==> config.mk <==
export PLATFORM = sky130hd
export DESIGN_NAME = router_ctrl
export DESIGN_NICKNAME = d
export VERILOG_FILES = /design/src/rtl/router_pkg.sv /design/src/rtl/router_timeout.sv /design/src/rtl/router_ctrl.sv
export SDC_FILE = /design/constraint.sdc
export NUM_CORES = 1
export LEC_CHECK = 0
export ABC_AREA = 1
export CORE_UTILIZATION = 55
export CTS_CLUSTER_DIAMETER = 80
export DETAILED_ROUTE_END_ITERATION = 8
export DONT_BUFFER_PORTS = 1
export GPL_ROUTABILITY_DRIVEN = 0
export PLACE_DENSITY = 0.75
export SETUP_SLACK_MARGIN = 0.3
export SYNTH_ARGS = -nofsm -noshare
export SYNTH_HDL_FRONTEND = slang
export SYNTH_SLANG_ARGS = --single-unit
==> constraint.sdc <==
create_clock -name clk -period 1.6 [get_ports clk]
set_clock_uncertainty 0.1 [all_clocks]
set_input_delay 0.32 -clock clk [delete_from_list [all_inputs] [get_ports clk]]
set_output_delay 0.32 -clock clk [all_outputs]
set_load 0.01 [all_outputs]
==> src/rtl/router_pkg.sv <==
// Shared types and constants for the 1x3 router packet controller.
// Latency: n/a (declarations only).
// Backpressure: n/a.
package router_pkg;

    localparam int ADDR_W    = 2;
    localparam int NUM_PORTS = 3;

    // Address value that no output port answers to; headers carrying it are dropped.
    localparam logic [ADDR_W-1:0] INVALID_ADDR = 2'b11;

    // Packet sequencing states. The encoding fills all 3 bits, so every code is a legal state.
    typedef enum logic [2:0] {
        DECODE_ADDRESS     = 3'd0,
        WAIT_TILL_EMPTY    = 3'd1,
        LOAD_FIRST_DATA    = 3'd2,
        LOAD_DATA          = 3'd3,
        FIFO_FULL_STATE    = 3'd4,
        LOAD_AFTER_FULL    = 3'd5,
        LOAD_PARITY        = 3'd6,
        CHECK_PARITY_ERROR = 3'd7
    } state_t;

    // One-hot port mask for an address. The invalid address maps to no port.
    function automatic logic [NUM_PORTS-1:0] port_sel(input logic [ADDR_W-1:0] addr);
        logic [NUM_PORTS-1:0] sel;
        sel = '0;
        case (addr)
            2'd0:    sel = 3'b001;
            2'd1:    sel = 3'b010;
            2'd2:    sel = 3'b100;
            default: sel = 3'b000;
        endcase
        return sel;
    endfunction

endpackage

==> src/rtl/router_timeout.sv <==
// Per-port watchdog: flushes a destination that leaves valid data unread for TIMEOUT cycles.
// Latency: soft_reset rises one cycle after the TIMEOUT-th consecutive unread cycle; it lasts one cycle.
// Backpressure: none; it observes vld/rd only.
module router_timeout #(
    parameter int TIMEOUT = 30,
    parameter int TIMER_W = 5
) (
    input  logic clk,
    input  logic rst,
    input  logic vld,
    input  logic rd,
    output logic soft_reset
);

    logic [TIMER_W-1:0] cnt_q;
    logic [TIMER_W-1:0] cnt_d;
    logic               pulse_q;
    logic               fire;

    // The last unread cycle before the limit triggers the flush.
    assign fire = vld && !rd && (cnt_q == TIMER_W'(TIMEOUT - 1));

    // Count consecutive unread cycles. Restart on a read, on an empty FIFO, or after firing.
    always_comb begin
        cnt_d = cnt_q;
        if (!vld || rd || fire) begin
            cnt_d = '0;
        end else begin
            cnt_d = cnt_q + TIMER_W'(1);
        end
    end

    // Counter and single-cycle pulse registers.
    always_ff @(posedge clk) begin
        if (rst) begin
            cnt_q   <= '0;
            pulse_q <= 1'b0;
        end else begin
            cnt_q   <= cnt_d;
            pulse_q <= fire;
        end
    end

    assign soft_reset = pulse_q;

endmodule

==> src/rtl/router_ctrl.sv <==
// Packet sequencer for the 1x3 router: decodes the header, steers bytes to one FIFO, checks parity.
// Latency: header written 1 cycle after acceptance; payload written on the accepting edge.
// Backpressure: busy holds the source while waiting for empty/non-full FIFOs and during header/parity slots.
module router_ctrl
    import router_pkg::*;
#(
    parameter int TIMEOUT = 30,
    parameter int TIMER_W = 5
) (
    input  logic                 clk,
    input  logic                 rst,
    input  logic                 pkt_valid,
    input  logic [7:0]           data_in,
    input  logic [NUM_PORTS-1:0] fifo_full,
    input  logic [NUM_PORTS-1:0] fifo_empty,
    input  logic [NUM_PORTS-1:0] read_enb,
    output logic                 busy,
    output logic [NUM_PORTS-1:0] write_enb,
    output logic [7:0]           data_to_fifo,
    output logic                 lfd_state,
    output logic                 ld_state,
    output logic [NUM_PORTS-1:0] vld_out,
    output logic [NUM_PORTS-1:0] soft_reset,
    output logic                 parity_err
);

    state_t              state_q, state_d;
    logic [ADDR_W-1:0]   addr_q, addr_d;
    logic [7:0]          hold_q, hold_d;
    logic [7:0]          calc_q, calc_d;
    logic [7:0]          pkt_par_q, pkt_par_d;
    logic                parity_err_q, parity_err_d;

    logic [ADDR_W-1:0]    hdr_addr;
    logic                 hdr_ok;
    logic                 hdr_dest_empty;
    logic [NUM_PORTS-1:0] sel_mask;
    logic                 sel_full;
    logic                 sel_empty;
    logic                 flush;

    assign vld_out    = ~fifo_empty;
    assign parity_err = parity_err_q;

    // Header decode and status of the currently selected port.
    assign hdr_addr       = data_in[ADDR_W-1:0];
    assign hdr_ok         = pkt_valid && (hdr_addr != INVALID_ADDR);
    assign hdr_dest_empty = |(fifo_empty & port_sel(hdr_addr));
    assign sel_mask       = port_sel(addr_q);
    assign sel_full       = |(fifo_full & sel_mask);
    assign sel_empty      = |(fifo_empty & sel_mask);

    // A flush of the port being written aborts the packet; the rest of it is treated as stray data.
    assign flush = (state_q != DECODE_ADDRESS) && |(soft_reset & sel_mask);

    // One timeout watchdog per output port.
    for (genvar g = 0; g < NUM_PORTS; g++) begin : g_timeout
        router_timeout #(
            .TIMEOUT (TIMEOUT),
            .TIMER_W (TIMER_W)
        ) u_timeout (
            .clk        (clk),
            .rst        (rst),
            .vld        (vld_out[g]),
            .rd         (read_enb[g]),
            .soft_reset (soft_reset[g])
        );
    end

    // Next-state, datapath updates and Moore/steering outputs.
    always_comb begin
        state_d      = state_q;
        addr_d       = addr_q;
        hold_d       = hold_q;
        calc_d       = calc_q;
        pkt_par_d    = pkt_par_q;
        parity_err_d = parity_err_q;
        busy         = 1'b1;
        lfd_state    = 1'b0;
        ld_state     = 1'b0;
        write_enb    = '0;
        data_to_fifo = hold_q;

        case (state_q)
            DECODE_ADDRESS: begin
                busy = 1'b0;
                if (hdr_ok) begin
                    addr_d       = hdr_addr;
                    hold_d       = data_in;
                    parity_err_d = 1'b0;
                    state_d      = hdr_dest_empty ? LOAD_FIRST_DATA : WAIT_TILL_EMPTY;
                end
            end

            WAIT_TILL_EMPTY: begin
                if (sel_empty) begin
                    state_d = LOAD_FIRST_DATA;
                end
            end

            LOAD_FIRST_DATA: begin
                lfd_state = 1'b1;
                write_enb = sel_mask;
                calc_d    = hold_q;
                state_d   = LOAD_DATA;
            end

            LOAD_DATA: begin
                busy         = 1'b0;
                ld_state     = 1'b1;
                data_to_fifo = data_in;
                if (!pkt_valid) begin
                    // Parity byte: always taken here; a full FIFO is absorbed in LOAD_PARITY.
                    hold_d    = data_in;
                    pkt_par_d = data_in;
                    state_d   = LOAD_PARITY;
                end else if (!sel_full) begin
                    write_enb = sel_mask;
                    calc_d    = calc_q ^ data_in;
                end else begin
                    hold_d  = data_in;
                    state_d = FIFO_FULL_STATE;
                end
            end

            FIFO_FULL_STATE: begin
                if (!sel_full) begin
                    state_d = LOAD_AFTER_FULL;
                end
            end

            LOAD_AFTER_FULL: begin
                write_enb = sel_mask;
                calc_d    = calc_q ^ hold_q;
                state_d   = LOAD_DATA;
            end

            LOAD_PARITY: begin
                // The received parity is stored in the FIFO but never folded into the running XOR.
                if (!sel_full) begin
                    write_enb = sel_mask;
                    state_d   = CHECK_PARITY_ERROR;
                end
            end

            CHECK_PARITY_ERROR: begin
                parity_err_d = (calc_q != pkt_par_q);
                state_d      = DECODE_ADDRESS;
            end

            default: begin
                state_d = DECODE_ADDRESS;
            end
        endcase

        // A port flush overrides every transition and suppresses the write into the flushed FIFO.
        if (flush) begin
            state_d      = DECODE_ADDRESS;
            write_enb    = '0;
            hold_d       = hold_q;
            calc_d       = calc_q;
            pkt_par_d    = pkt_par_q;
            parity_err_d = parity_err_q;
        end
    end

    // State and datapath registers with synchronous reset.
    always_ff @(posedge clk) begin
        if (rst) begin
            state_q      <= DECODE_ADDRESS;
            addr_q       <= '0;
            hold_q       <= '0;
            calc_q       <= '0;
            pkt_par_q    <= '0;
            parity_err_q <= 1'b0;
        end else begin
            state_q      <= state_d;
            addr_q       <= addr_d;
            hold_q       <= hold_d;
            calc_q       <= calc_d;
            pkt_par_q    <= pkt_par_d;
            parity_err_q <= parity_err_d;
        end
    end

endmodule

* Word-level counts from Yosys, hierarchy flattened *
Index checks and enable logic that the tools add are counted.

storage, ports and cells
  logic and storage cells = 117
  register bits after elaboration = 48
  bits of input ports = 20
  output and inout bits = 21

cells by class
  muxes and demuxes = 27
  reductions and logical operators = 43
  equal/unequal tests = 23
  $add $sub $neg = 3
  bitwise logic cells = 9

operator list
  operator               count
  $mux W8                6
  $mux W3                9
  $pmux W3 S3            3
  $pmux W8 S3            1
  $pmux W3 S7            1
  $pmux W8 S2            1
  $xor A8 B8 Y8          2
  $add A5 B1 Y5 const B  3
  $eq A5 B5 Y1 const B   3
  $ne A2 B2 Y1 const B   7
  $and A3 B3 Y3          4
  $eq A3 B3 Y1 const B   4
  $reduce_or A2 Y1       6
  $reduce_or A3 Y1       4
  $logic_and A1 B1 Y1    8
  $ne A8 B8 Y1           1
  $reduce_and A4 Y1      2
  $eq A3 B2 Y1 const B   2
  $logic_not A1 Y1       6
  $logic_or A1 B1 Y1     6
  $reduce_and A3 Y1      2
  $reduce_bool A3 Y1     2
  $reduce_and A5 Y1      1
  $eq A2 B1 Y1 const B   2
  other kinds (12)       19

* Depth between registers and ports, before layout *
  depth after elaboration = 8
  mapped depth = 11

* By module *
Synthesis repeated with hierarchy kept, for this count alone.

second synthesis, totals
  cell total of the unflattened synthesis = 452
  area, all modules = 2,869.0 um^2

modules (own cells, without submodules)
  module          area each (um^2)  times used  cells an instance
  router_ctrl     2,058.2           1           347
  router_timeout  270.3             3           35

* Worst setup path after synthesis *
Ideal clock, no wire load.

  path type = reg-to-output
  from = reg state_q[1]
  to = out data_to_fifo[6]
  stages on the path, launching flop included = 8
  slack = -115 ps
  data arrival time = 1,295 ps
  cells stage by stage = dfxtp_1 buf_2 nand2_2 nor2_4 buf_6 clkbuf_1 nand2_1 o21ai_0

between the ends
  word-level cells in the longest chain between the ends = 2

RTL lines
  item                    line                source
  start, declared         router_ctrl.sv:27   state_t state_q, state_d;
  start signal, assigned  router_ctrl.sv:177  state_q <= state_d;
  $eq A3 B2 Y1            router_ctrl.sv:84   case (state_q)
  $mux W8                 router_ctrl.sv:84
  end, declared           router_ctrl.sv:19   output logic [7:0] data_to_fifo,

No other way between the ends.

* Worst setup path after layout *
  from = reg addr_q[1]
  to = out write_enb[2]

between the ends
  word-level cells in the longest chain between the ends = 8
  elaborated cells between the ends (all ways) = 13
  classes of those cells = eq/ne: 2; mux: 5; bitwise: 2; reduce/logical: 4

RTL lines
  item                                  line                                    source
  start, declared                       router_ctrl.sv:28                       logic [ADDR_W-1:0] addr_q, addr_d;
  start signal, assigned                router_ctrl.sv:178                      addr_q <= addr_d;
  $eq A2 B2 Y1 (tied with other cells)  router_pkg.sv:28                        case (addr)
  $pmux W3 S3 (*)                       router_pkg.sv:28
  $and A3 B3 Y3                         router_ctrl.sv:50                       assign sel_full = |(fifo_full & sel_mask);
  $reduce_or A3 Y1                      router_ctrl.sv:50
  $mux W3                               router_ctrl.sv:117, router_ctrl.sv:140
  $mux W3                               router_ctrl.sv:112                      if (!pkt_valid) begin
  $pmux W3 S3                           router_ctrl.sv:84
  $mux W3 (*)                           router_ctrl.sv:157                      if (flush) begin
  end, declared                         router_ctrl.sv:18                       output logic [NUM_PORTS-1:0] write_enb,

Every way passes the cells marked *; elsewhere a longest branch is shown, timed or not.

==> impl_metrics.tcl <==
set metrics [dict create \
    grt_max_degree 28 \
    area_growth_pct 31.42 \
    final_max_slew_viol_count 0 \
    synth-simple-area-share_pct 37.55 \
    htreeDepth 2 \
    syn-num-nets 454 \
    fmax_mhz 485.7 \
    final_util_pct 77.44 \
    synth_cell_types 36 \
    wl_per_cell_um 16.78 \
    drtIter0Drc 336 \
    ios 41 \
    ys_warn_count 0 \
    worst_setup_path_end_kind "output port" \
    grt_pass1_vias 2650 \
    insertedDiodeCount 0 \
    finalWorstSetupSlack_ps -459.0 \
    worstSetupStartpointType "register" \
    path_max_fanout 6 \
    violations "negative setup slack" \
    powerDensity_nw_per_um2 1558 \
    die_area_um2 5521 \
    final_antenna_net_count 0 \
    drc 0 \
    yosysTopAreaCell "dfxtp_1" \
    wirelength_um 9062 \
    maxCapViolCount 0 \
    setup_viol 40 \
    num_rows 25 \
    avgViaCountPerCell 5.807 \
    crit_type "reg2out" \
    ir_worst_vdd_mv 0.8397 \
    yosysTopAreaCellShare_pct 33.42 \
    multiInputGateArea_um2 1889 \
    root_buffer "clkbuf_8" \
    fin_crit_sh_pct 128.7 \
    grt_antenna_before_repair 0 \
    grt_pass1_wl_um 11900 \
    min_period_ps 2059 \
    arrival_ps 1640 \
    muxShareOfSynthArea_pct 0 \
    synth-compound-area-share_pct 11.10 \
    synth_fa_ha_area_share_pct 2.611 \
    die_y_um 74.31 \
    first_pass_iters 5 \
    gr-usage-all-layers_pct 28.78 \
    required_ps 1180 \
    worstSkewPairLatency_ps 310 \
    overflow 0 \
    final_cell_mix "89 x nand2_1, 57 x nor2_1, 43 x dfxtp_1" \
    nets 498 \
    synth_area_per_cell_um2 6.718 \
    fp.dieW_um 74.31 \
    io_buffers 0 \
    relSlewSlack_pct 62.15 \
    status "finished, violations left" \
    core_um2 4880 \
    cts_tree "done" \
    synth_area_leaders "dfxtp_1 33%, nand2_1 13%, nor2_1 8.4%" \
    nFillCells 338 \
    synth_xor_area_share_pct 3.960 \
    power_mw 5.887 \
    ys_seq_area_share_pct 33.42 \
    hold_class "in2reg" \
    dpl.hpwl_um 4717 \
    cts_sinks 48 \
    clk_path_buf_depth 2 \
    ff_latch_area_um2 979.7 \
    mostFrequentLayoutCell "nand2_1" \
    drive_gt1_share_pct 30.87 \
    initial_utilization_pct 58.92 \
    rsz0062_at_grt "yes" \
    static-leakage-power_nw 1.720 \
    worst_pin_slew_ps 561.8 \
    hold_violations 0 \
    vias 3136 \
    syn_area_um2 2875 \
    synthCells 428 \
    synth_top_family_by_area "simple AND/OR/NAND/NOR gates" \
    cts.clk_slew.worst_paths_ps 100 \
    synth-seq-cells 48 \
    cts_buffers 5 \
]
logic make-up (layout without fill, tap and decap cells):
kind of cell | Yosys count | in the layout
AND/OR/NAND/NOR | 236 | 238
XOR/XNOR | 13 | 13
AO/OA/AOI/OAI | 55 | 55
flip-flops | 48 | 48
adder cells (fa/ha/maj) | 6 | 6
buffers and inverters | 70 | 113
per-stage QoR:
step / instances / setup TNS (ps) / hold WS, ps / cell area, um^2 / worst slack, ps
floorplan: 428 / -19.79 / 296.4 / 2983 / -6.597
global placement: 496 / -28.12 / 297.6 / 3083 / -9.985
detailed placement: 496 / -585.4 / 300.9 / 3083 / -58.94
CTS: 526 / -2647 / 45.25 / 3517 / -283.3
global route: 540 / -9441 / 66.75 / 3779 / -455.6
finish: 540 / -7559 / 65.26 / 3779 / -459.0
sequential cells by signal, summed over array words and instances, names as in the netlist:
| register | cells |
|---|---|
| pkt_par_q | 8 |
| g_timeout.u_timeout.cnt_q | 15 |
| parity_err | 1 |
| hold_q | 8 |
| calc_q | 8 |
| addr_q | 2 |
| g_timeout.u_timeout.soft_reset | 3 |
| state_q | 3 |
routing by layer:
| metal | GRT usage (%) | part of all wire (%) | vias up |
|---|---|---|---|
| met2 | 50.81 | 47 | 200 |
| li1 | - | - | 1456 |
| met1 | 33.19 | 37 | 1414 |
| met3 | 6.369 | 9.0 | 66 |
| met5 | 0 | 0 | - |
| met4 | 13.21 | 7.3 | 0 |
cell usage after synthesis (all sizes together):
master	number
xor2	7
and2	3
clkinv	1
nor4	2
o211ai	9
nand4	9
nand3	34
a31oi	2
ha	6
nor2	67
nand2	109
dfxtp	48
a21oi	12
buf	17
xnor2	6
o21ai	32
inv	51
nand3b	1
or2	4
clkbuf	1
nor3	7
final timing paths:
kind | depth (start not counted) | slack (ps) | endpoint | from
setup / recovery | 5 | -460 | write_enb[2] | addr_q[1]
hold / removal | 3 | 70 | state_q[2] | rst
setup reg to reg | 9 | -420 | state_q[1] | state_q[2]
hold reg to reg | 1 | 370 | g_timeout[2].u_timeout.cnt_q[0] | g_timeout[2].u_timeout.cnt_q[0]
critical path, cell delays in order, from the launching register on:
cell and delay [ps]:
dfxtp_4 440, nor2_4 70, nand2_4 90, nand3_4 100
o211ai_1 370, and2_4 250
area by class of cell:
class / count / share of cell area [%]
inverters: 52 / 5.629
multi-input cells: 312 / 50.00
clock buffers: 5 / 1.821
clock inverters: 3 / 0.5960
flip-flops and latches: 48 / 25.93
repair buffers: 53 / 13.81
well taps: 67 / 2.219
timing repair:
action / CTS / global route
pin swaps: 34 / 36
setup buffers: 15 / 11
cloned: 2 / 3
setup endpoints to repair: 44 / 44
gates resized for setup: 50 / 32
hold endpoints to repair: 2 / 0
hold buffers: 5 / 0
power breakdown:
group / switching, mW / total [mW] / internal, mW
Sequential: 0.289 / 1.76 / 1.47
Clock: 0.447 / 0.761 / 0.314
Combinational: 2.01 / 3.37 / 1.36
Total: 2.75 / 5.89 / 3.14
Power figures use the tool's default switching activity.
